`src/rtl/lfsr_pkg.sv`:
```
// Purpose: shared constants, FSM state type and seed mapping helper for the LFSR word server.
// Latency: n/a (package only).
// Backpressure: n/a (package only).
package lfsr_pkg;

    localparam int          LFSR_W            = 16;
    localparam logic [15:0] LFSR_SEED_DEFAULT = 16'hA2C1;

    // Feedback taps of the Fibonacci register: s15 ^ s1 ^ s2; s15 is also the serial output.
    localparam int          LFSR_TAP_OUT      = 15;
    localparam int          LFSR_TAP_A        = 1;
    localparam int          LFSR_TAP_B        = 2;

    typedef enum logic [1:0] {
        IDLE  = 2'd0,
        SHIFT = 2'd1,
        DONE  = 2'd2
    } lfsr_sched_state_t;

    // Seed MSB lands in s[0] and seed LSB in s[15], so the register image is
    // the bit-reversed seed. The first serial bit out is therefore seed[0].
    function automatic logic [LFSR_W-1:0] seed_to_state(input logic [LFSR_W-1:0] seed);
        logic [LFSR_W-1:0] s;
        for (int i = 0; i < LFSR_W; i++) begin
            s[i] = seed[LFSR_W-1-i];
        end
        return s;
    endfunction

endpackage

```
`src/rtl/lfsr_core.sv`:
```
// Purpose: 16-bit Fibonacci LFSR (taps s15^s1^s2) with seed load and zero-seed substitution.
// Latency: load/advance take effect on the next clk edge; sout is s[15] combinationally.
// Backpressure: none; the register moves only when adv or load is asserted.
//
// Ports: clk, nrst (async active-low) | adv: step once | load/load_val: reseed
//        (load has priority over adv) | sout: serial output bit s[15].
module lfsr_core
    import lfsr_pkg::*;
#(
    parameter logic [LFSR_W-1:0] SEED = LFSR_SEED_DEFAULT
) (
    input  logic              clk,
    input  logic              nrst,
    input  logic              adv,
    input  logic              load,
    input  logic [LFSR_W-1:0] load_val,
    output logic              sout
);

    logic [LFSR_W-1:0] s;
    logic              fb;
    logic [LFSR_W-1:0] seed_eff;

    // An all-zero register would lock up forever, so zero is replaced by SEED.
    assign seed_eff = (load_val == '0) ? SEED : load_val;
    assign fb       = s[LFSR_TAP_OUT] ^ s[LFSR_TAP_A] ^ s[LFSR_TAP_B];
    assign sout     = s[LFSR_TAP_OUT];

    always_ff @(posedge clk or negedge nrst) begin
        if (!nrst) begin
            s <= seed_to_state(SEED);
        end else if (load) begin
            s <= seed_to_state(seed_eff);
        end else if (adv) begin
            // s[0] <= feedback, s[i] <= s[i-1]
            s <= {s[LFSR_W-2:0], fb};
        end
    end

endmodule

```
`src/rtl/lfsr_rand_sched.sv`:
```
// Purpose: round-robin server handing out WORD_W-bit pseudo-random words from one shared LFSR.
// Latency: req seen in IDLE at t -> grant at t+1 -> rvalid/rdata at t+1+WORD_W; one word per WORD_W+2 cycles.
// Backpressure: none queued; requesters hold req until their rvalid bit, seed_load must be retried while busy.
//
// Ports: clk, nrst (async active-low) | req[NREQ]: level requests | seed_load, seed_in[16]:
//        reseed, accepted only in IDLE | busy: not IDLE | grant[NREQ]: one-hot owner |
//        rdata[WORD_W]: last completed word | rvalid[NREQ]: one-cycle strobe to the owner.
// Optional: define LFSR_RAND_SCHED_STATS_EN to add words_served[16] (words delivered,
//           wraps, cleared by an accepted seed_load).
module lfsr_rand_sched
    import lfsr_pkg::*;
#(
    parameter int              NREQ   = 4,
    parameter int              WORD_W = 16,
    parameter logic [LFSR_W-1:0] SEED = LFSR_SEED_DEFAULT
) (
    input  logic              clk,
    input  logic              nrst,
    input  logic [NREQ-1:0]   req,
    input  logic              seed_load,
    input  logic [LFSR_W-1:0] seed_in,
    output logic              busy,
    output logic [NREQ-1:0]   grant,
    output logic [WORD_W-1:0] rdata,
    output logic [NREQ-1:0]   rvalid
`ifdef LFSR_RAND_SCHED_STATS_EN
    ,
    output logic [15:0]       words_served
`endif
);

    localparam int PTR_W = (NREQ > 1) ? $clog2(NREQ) : 1;
    localparam int CNT_W = (WORD_W > 1) ? $clog2(WORD_W) : 1;
    localparam int SH_W  = (WORD_W > 1) ? WORD_W - 1 : 1;

    lfsr_sched_state_t state;
    logic [PTR_W-1:0]  ptr;
    logic [CNT_W-1:0]  cnt;
    logic [SH_W-1:0]   rdata_sh;
    logic [WORD_W-1:0] sh_next;
    logic              sout;
    logic              lfsr_adv;
    logic              lfsr_load;
    logic              shift_last;
    logic              win_found;
    logic [PTR_W-1:0]  win_idx;

    assign lfsr_adv   = (state == SHIFT);
    assign lfsr_load  = (state == IDLE) && seed_load;
    assign shift_last = (cnt == CNT_W'(WORD_W - 1));
    assign busy       = (state != IDLE);
    assign rvalid     = (state == DONE) ? grant : '0;

    lfsr_core #(
        .SEED     (SEED)
    ) u_core (
        .clk      (clk),
        .nrst     (nrst),
        .adv      (lfsr_adv),
        .load     (lfsr_load),
        .load_val (seed_in),
        .sout     (sout)
    );

    // First serial bit ends up in the MSB of the returned word.
    // Only WORD_W-1 bits need to be kept between cycles; the newest bit
    // joins them combinationally on the final shift.
    generate
        if (WORD_W > 1) begin : g_sh_wide
            assign sh_next = {rdata_sh, sout};
        end else begin : g_sh_one
            assign sh_next = sout;
        end
    endgenerate

    // Round-robin search: start just after the last winner and wrap.
    always_comb begin
        win_found = 1'b0;
        win_idx   = '0;
        for (int k = 1; k <= NREQ; k++) begin
            if (!win_found && req[(int'(ptr) + k) % NREQ]) begin
                win_found = 1'b1;
                win_idx   = PTR_W'((int'(ptr) + k) % NREQ);
            end
        end
    end

    always_ff @(posedge clk or negedge nrst) begin
        if (!nrst) begin
            state    <= IDLE;
            grant    <= '0;
            ptr      <= PTR_W'(NREQ - 1);
            cnt      <= '0;
            rdata_sh <= '0;
            rdata    <= '0;
        end else begin
            case (state)
                IDLE: begin
                    // A seed load owns the cycle; requests wait for the next one.
                    if (!seed_load && win_found) begin
                        grant <= {{(NREQ-1){1'b0}}, 1'b1} << win_idx;
                        ptr   <= win_idx;
                        cnt   <= '0;
                        state <= SHIFT;
                    end
                end
                SHIFT: begin
                    rdata_sh <= sh_next[SH_W-1:0];
                    cnt      <= cnt + 1'b1;
                    if (shift_last) begin
                        rdata <= sh_next;
                        state <= DONE;
                    end
                end
                DONE: begin
                    grant <= '0;
                    state <= IDLE;
                end
                default: begin
                    grant <= '0;
                    state <= IDLE;
                end
            endcase
        end
    end

`ifdef LFSR_RAND_SCHED_STATS_EN
    always_ff @(posedge clk or negedge nrst) begin
        if (!nrst) begin
            words_served <= '0;
        end else if (lfsr_load) begin
            words_served <= '0;
        end else if (state == DONE) begin
            words_served <= words_served + 16'd1;
        end
    end
`endif

endmodule

```
`config.mk`:
```
export PLATFORM = sky130hd
export DESIGN_NAME = lfsr_rand_sched
export DESIGN_NICKNAME = d
export VERILOG_FILES = /design/src/rtl/lfsr_pkg.sv /design/src/rtl/lfsr_core.sv /design/src/rtl/lfsr_rand_sched.sv
export SDC_FILE = /design/constraint.sdc
export NUM_CORES = 1
export LEC_CHECK = 0
export CAP_MARGIN = 25
export CORE_MARGIN = 2
export CORE_UTILIZATION = 52
export DETAILED_ROUTE_END_ITERATION = 6
export PLACE_DENSITY_LB_ADDON = 0.15
export SETUP_SLACK_MARGIN = 0.5
export SYNTH_ARGS = -nofsm -noshare
export SYNTH_HDL_FRONTEND = slang
export SYNTH_SLANG_ARGS = --single-unit
```
`constraint.sdc`:
```
create_clock -name clk -period 2.35 [get_ports clk]
set_clock_uncertainty 0.2 [all_clocks]
set_input_delay 0.47 -clock clk [delete_from_list [all_inputs] [get_ports clk]]
set_output_delay 0.47 -clock clk [all_outputs]
set_load 0.02 [all_outputs]
```
# Word-level counts from Yosys, hierarchy flattened

Cells that the tools add are included.

Register bits: 59
Latch bits: 0
RAM bits: 0
Bits in read-only memories: 0
Memories: 0

Add/subtract/negate cells: 5
$mul: 0
Div/mod/pow operators: 0
Magnitude comparators: 4
Equal/unequal tests: 5
Shift-type cells: 1
Muxes and demuxes: 31
Bitwise operators: 7
Reductions and logical operators: 23

Operator list:

| operator                                                    | number |
|---|---|
| 2-to-1 mux 16 bit                                           | 3 |
| zero test 16 bit                                            | 1 |
| less-than comparator 3 x 4 -> 1 bit (second input constant) | 4 |
| one-hot mux 4 bit (2 select lines)                          | 2 |
| 2-to-1 mux 1 bit                                            | 12 |
| 2-to-1 mux 2 bit                                            | 6 |
| 2-to-1 mux 4 bit                                            | 3 |
| AND reduction 2 bit                                         | 5 |
| binary-select mux 1 bit (select 2 bit)                      | 4 |
| OR reduction 2 bit                                          | 4 |
| nonzero test 2 bit                                          | 3 |
| logical AND 1 bit                                           | 5 |
| adder 2 x 1 -> 2 bit (second input constant)                | 2 |
| adder 2 bit (second input constant)                         | 2 |
| adder 4 x 1 -> 4 bit (second input constant)                | 1 |
| AND 1 bit (first input constant)                            | 4 |
| == test 4 bit (second input constant)                       | 1 |
| zero test 1 bit                                             | 4 |
| != test 2 x 1 -> 1 bit (second input constant)              | 2 |
| one-hot mux 2 bit (2 select lines)                          | 1 |
| left shift 1 x 2 -> 4 bit (first input constant)            | 1 |
| == test 2 x 1 -> 1 bit (second input constant)              | 1 |
| == test 2 bit (second input constant)                       | 1 |
| zero test 2 bit                                             | 1 |
| 2 further kinds                                             | 3 |

# Logic depth before layout (Yosys ltp)

Gate-level depths: netlist (run 1).

Depth in word-level cells: 19
Depth in mapped cells: 6
Depth with buffers taken out: 4

# Modules after synthesis

From an unflattened synthesis (run 1), not the netlist that was laid out.

Cell total of the unflattened synthesis: 204
Area total of the unflattened synthesis: 2695.1 sq um

By module, submodules not included:

| module          | instances | cells an instance | area each (sq um) | sequential area each (sq um) |
|---|---|---|---|---|
| lfsr_rand_sched | 1         | 134               | 1866.8            | 1078.5 |
| lfsr_core       | 1         | 70                | 828.3             | 407.9 |

# Worst setup path before layout (run 1)

No wires, ideal clock.

Path kind: reg-to-reg
Start: register state[1]
End: register rdata[10]
Setup time: 0.125 ns
Arrival: 1.353 ns
Required time: 2.025 ns
Slack: 0.671 ns
Cell stages (with the launch flop): 6
Path buffers: 2
Path through: dfrtp_1 > nand2b_1 > buf_4 > nor2_8 > buf_6 > mux2_4

Word-level cells in the longest chain between the ends: 2

Ends and longest elaborated chain:

| item                                 | line                   | text |
|---|---|---|
| start, declared                      | lfsr_rand_sched.sv:36  | `lfsr_sched_state_t state;` |
| start signal, assigned               | lfsr_rand_sched.sv:90  | `state <= IDLE;` |
| start signal, assigned               | lfsr_rand_sched.sv:104 | `state <= SHIFT;` |
| start signal, assigned               | lfsr_rand_sched.sv:112 | `state <= DONE;` |
| == test 2 x 1 -> 1 bit               | lfsr_rand_sched.sv:97  | `case (state)` |
| AND reduction 2 bit (no source line) | n/a                    |  |
| end signal, assigned                 | lfsr_rand_sched.sv:111 | `rdata <= sh_next;` |
| end, declared                        | lfsr_rand_sched.sv:24  | `output logic [WORD_W-1:0] rdata,` |

No other way between the ends.
A chain may end at the register's enable or synchronous reset.

# Worst setup path after layout (run 1)

Start: register state[1]
End: output rvalid[2]

Word-level cells in the longest chain between the ends: 2

Ends and longest elaborated chain:

| item             | line                  | text |
|---|---|---|
| == test 2 bit    | lfsr_rand_sched.sv:52 | `assign rvalid = (state == DONE) ? grant : '0;` |
| 2-to-1 mux 4 bit | lfsr_rand_sched.sv:52 |  |
| end, declared    | lfsr_rand_sched.sv:25 | `output logic [NREQ-1:0] rvalid` |

No other way between the ends.

==> results.toml, run 1 <==
[routing]
drtIter0Drc = 111
dr_total_vias = 2058
dr.pass1.iters = 4
routed_wl_mm = 5.508
ant_nets = 0
drc = 0
routedWlPerCell_um = 14.42
vias_per_cell = 5.387

[logic_synthesis]
synth-simple-area-share_pct = 16.98
avgSynthCellArea_um2 = 10.84
synth_mux_area_share_pct = 8.515
synthXorXnorAreaFrac_pct = 1.325
synth_edf_count = 0
synth_flop_cell = "dfrtp_1"
synth_cell_types = 38
synth-compound-area-share_pct = 13.72
ys_ff_latch = 59
async_flop_share_pct = 100.0
synth_nets = 268
synth-seq-area-share_pct = 56.20
yosysTopAreaCell = "dfrtp_1"
syn_inst = 244
synth_top_area_share_pct = 48.25
yosys_warnings = 0
synth_top_family_by_area = "simple AND/OR/NAND/NOR gates"
synthAdderAreaFrac_pct = 0.4730
synthTopCellsByArea = "dfrtp_1 48%, nand2_1 8.7%, dfstp_2 7.9%, a22oi_1 6.2%, mux2_4 5.1%"
synth_area_um2 = 2645

[worst_setup_path]
critPathKind = "register to output port"
required_ns = 1.68
crit_fanout = 3
rr_worst_depth = 6
r2r_start = "state[1]"
critPathLaunch = "state[1]"
arrival_ns = 1.25
cp-end-kind = "output port"
crit_path_start_kind = "register"
worst-r2r-setup-slack_ns = 0.53
r2r_end = "rdata[8]"
endpoint = "rvalid[2]"

[grt]
track_usage_pct = 21.69
grt_antenna_before_repair = 0
grt-ovfl-total = 0
grt_pass1_vias = 1984
grt_max_degree = 60
grt_first_pass_wirelength_mm = 9.163

[layout]
final_common_cell = "nand2_1"
nNetsFinal = 334
final_cell_area_um2 = 3546
fillCellCount = 371
fin_util_pct = 73.61
multi_input_area_um2 = 1122
mostFrequentLayoutCells = "61 x nand2_1, 51 x dfrtp_1, 22 x a22oi_1"
instances_no_fill = 382
regArea_um2 = 1486
drive_gt1_share_pct = 23.81
area_growth_pct = 34.06
diodes = 0

[place]
dp.cells = 355
placed_area_um2 = 3216
dp_slack_ns = 0.1820
hpwl_mm = 3.517
gp_congestion = 0.8450
port_buffers = 47

[pwr]
power.density_nw_per_um2 = 1173
peakVddDrop_v = 0.0005372
power_leakage_nw = 1.731
power.total_mw = 4.159

[floorplanning]
die_w_um = 75.32
core_um2 = 4817
rows = 25
start_util_pct = 54.91
dieHeight_um = 75.32
die_area_um2 = 5673
num_io_pins = 48

[timing]
period_needed_ns = 1.925
min_period_over_period_pct = 81.91
worst-slew-pin-transition_ns = 0.3994
rsz0062_at_grt = "yes"
setup_violations = 0
whs_ns = 0.2851
timing.final.ws_setup_ns = 0.4252
hold_viol = 0
finalMaxSlewViolations = 0
max_clock_freq_ghz = 0.5195
slew_headroom_pct = 73.28
setup_tns_ns = 0

[flow_run]
drv_cap = 0

[clock_network]
cts_tree = "done"
cts_sinks = 59
insertion_delay_ns = 0.33
h-tree-depth = 3
root_buffer = "clkbuf_8"
clock_path_buffers = 2
clk_pin_slew_worst_paths_ns = 0.07
numCtsBuffers = 9

[hold_path]
hold_class = "register to register"

[status]
status = "finished, final reports clean"
[kinds of logic after synthesis]
| logic type | count (synthesis) |
|---|---|
| AND/OR/NAND/NOR | 94 |
| flip-flops | 59 |
| AO/OA/AOI/OAI | 55 |
| multiplexers | 17 |
| buffers and inverters | 14 |
| XOR/XNOR | 4 |
| adder cells (fa/ha/maj) | 1 |
[report_power, final]
part,total (mW),switching (mW),internal (mW)
clock,0.953,0.381,0.572
combinational,1.45,0.763,0.687
sequential,1.76,0.289,1.47
[sequential cells by signal (all words and copies together), names as in the netlist]
name / flops
cnt: 4
grant: 4
ptr: 2
rdata: 16
rdata_sh: 15
state: 2
u_core.s: 16
[worst min-delay path by stage]
stage                      start            to  cells after the start
floorplan                   nrst        cnt[0]                      0
finish              rdata_sh[14]  rdata_sh[14]                      2
CTS                 rdata_sh[14]  rdata_sh[14]                      2
detailed placement  rdata_sh[14]  rdata_sh[14]                      2
global placement    rdata_sh[14]  rdata_sh[14]                      2
global route         rdata_sh[6]   rdata_sh[7]                      2
[Yosys cell counts (all sizes together), types with 2 or more instances]
master / instances
clkbuf: 5
xor2: 2
buf: 5
a21o: 2
a22oi: 22
and2: 4
nor2: 9
nor2b: 2
dfstp: 8
nor4: 5
nand2: 62
o2bb2ai: 4
o21ai: 21
nor3: 2
xnor2: 2
dfrtp: 51
mux2: 17
inv: 4
nand2b: 5
[worst max-delay path, stage by stage, from the launching register on]
cell	delay, ns
dfrtp_1	0.40
nor2b_4	0.14
buf_6	0.11
and2_4	0.14
buf_6	0.12
[timing repair]
item,CTS,global route
hold endpoints to repair,51,0
gates resized for setup,50,9
endpoints found under the setup margin,34,28
hold buffers,1,0
pin swaps,2,1
setup buffers,7,3
[per-layer routing]
metal / routed length (µm) / GRT usage (%) / vias to the layer above
met5: 0 / 0 / -
met4: 48 / 6.433 / 0
met3: 234 / 7.540 / 5
met2: 2704 / 35.36 / 52
met1: 2520 / 27.60 / 1012
li1: - / - / 989
[cell type report]
| cell class | count | share of cell area, % |
|---|---|---|
| clock buffers | 12 | 4.658 |
| inverters | 4 | 0.4234 |
| flip-flops and latches | 59 | 41.92 |
| repair buffers | 65 | 17.64 |
| multi-input cells | 171 | 31.65 |
| well taps | 67 | 2.364 |
| clock inverters | 4 | 1.341 |
Power figures use the tool's default switching activity.
==> run 2, diff against run 1 <==
==> constraint.sdc (replaced) <==
create_clock -name clk -period 1.9 [get_ports clk]
set_clock_uncertainty 0.2 [all_clocks]
set_input_delay 0.38 -clock clk [delete_from_list [all_inputs] [get_ports clk]]
set_output_delay 0.38 -clock clk [all_outputs]
set_load 0.02 [all_outputs]
==> results.toml, run 2 (synthesis results as in run 1) <==
[status]
status = "complete, but fails checks"
violations = "setup timing"

[timing]
finalMaxSlewViolations = 0
max_clock_freq_ghz = 0.5002
setup_tns_ns = -0.2333
rsz0062_at_grt = "yes"
setup_violations = 5
timing.final.ws_setup_ns = -0.09939
slew_headroom_pct = 69.35
min_period_over_period_pct = 105.2
hold_viol = 0
worst-slew-pin-transition_ns = 0.4555
period_needed_ns = 1.999

[worst_setup_path]
required_ns = 1.95
crit_path_start_kind = "register"
r2r_start = "state[1]"
cp-end-kind = "register"
critPathKind = "register to register"
arrival_ns = 2.05
crit_fanout = 5
critPathLaunch = "state[1]"
r2r_end = "grant[0]"
rr_worst_depth = 6
worst-r2r-setup-slack_ns = -0.1

[floorplanning]
dieHeight_um = 75.32
core_um2 = 4817
rows = 25
start_util_pct = 54.91
die_area_um2 = 5673
num_io_pins = 48
die_w_um = 75.32

[place]
hpwl_mm = 3.804
port_buffers = 47
gp_congestion = 0.8263
dp_slack_ns = -0.1995

[pwr]
power_leakage_nw = 2.053
power.density_nw_per_um2 = 1593
peakVddDrop_v = 0.001006

[clock_network]
h-tree-depth = 3
root_buffer = "clkbuf_8"
cts_tree = "done"
clk_pin_slew_worst_paths_ns = 0.07
insertion_delay_ns = 0.34
numCtsBuffers = 9
cts_sinks = 59
clock_path_buffers = 2

[routing]
drtIter0Drc = 245
vias_per_cell = 6.272
routedWlPerCell_um = 24.75
routed_wl_mm = 10.54
dr.pass1.iters = 4
ant_nets = 0
dr_total_vias = 2672
drc = 0

[layout]
biggestRegsByFlops = "rdata (16), u_core.s (16), rdata_sh (15)"
multi_input_area_um2 = 1428
fillCellCount = 176
regArea_um2 = 1488
diodes = 0
mostFrequentLayoutCells = "50 x dfrtp_1, 42 x buf_6, 39 x nand2_1"
drive_gt1_share_pct = 53.48
nNetsFinal = 378
final_common_cell = "dfrtp_1"
area_growth_pct = 68.35

[grt]
grt_pass1_vias = 2492
grt_antenna_before_repair = 0
grt_max_degree = 60
track_usage_pct = 30.94
grt_first_pass_wirelength_mm = 12.70
grt-ovfl-total = 0

[hold_path]
hold_class = "register to register"
worstHoldEndpoint = "rdata_sh[14]"
hp-start = "rdata_sh[14]"
holdPathStages = 2

[flow_run]
drv_cap = 0
==> run 2: changes by cell type in the layout (fill, tap and decap cells not counted), sizes merged <==
cell,previous run,this run
buf,23,87
clkinvlp,1,0
dlygate4sd2,20,1
dlymetal6s2s,1,0
bufinv,1,2
==> run 2: layout make-up <==
type	instances	area share [%]
multi-input cells	171	32.06
clock inverters	4	1.658
clock buffers	12	3.259
flip-flops and latches	59	33.41
inverters	4	0.3372
repair buffers	109	27.40
well taps	67	1.883
==> run 2: how the worst max path moves through the flow <==
stage | endpoint
global route | grant[0]
global placement | grant[2]
finish | grant[0]
detailed placement | grant[1]
floorplan | rdata[10]
CTS | busy
==> run 2: repair_timing <==
action | CTS | global route
cloned | 4 | 0
hold endpoints to repair | 51 | 0
setup endpoints to repair | 84 | 84
hold buffers | 1 | 0
pin swaps | 34 | 23
buffers inserted | 25 | 12
gates resized for setup | 227 | 47
==> run 2: routing by layer <==
| layer | up-vias | global-route usage (%) | share of wire, % |
|---|---|---|---|
| met2 | 172 | 49.18 | 50 |
| met1 | 1362 | 39.31 | 37 |
| met5 | - | 0 | 0 |
| met3 | 59 | 6.878 | 7.0 |
| met4 | 0 | 17.74 | 6.4 |
| li1 | 1079 | - | - |
==> run 2: per-stage QoR <==
stage               hold WS, ns  power [mW]  instance area, µm²  utilization, %  std cells
finish                   0.3176       7.094                4453           92.44        426
global route             0.3531       7.299                4453           92.44        426
CTS                      0.2842       6.218                4167           86.49        414
detailed placement       0.2046       4.124                3343           69.40        368
global placement         0.2064       4.049                3343           69.40        368
floorplan               -0.1156       3.378                2695               -        244
==> run 2: where the power goes <==
part           leakage [nW]  internal, mW  switching (mW)  total, mW
sequential            0.750          1.82           0.595       2.41
clock                 0.111         0.776           0.537       1.31
combinational          1.19          1.77            1.60       3.37
total                  2.05          4.36            2.73       7.09
==> run 2: critical path, cell delays in order, from the launching register on <==
cell and delay (ns):
dfrtp_1 0.42, buf_6 0.14, or2_4 0.25, buf_4 0.16, nor3_4 0.33, nand2b_1 0.19, o2bb2ai_1 0.21
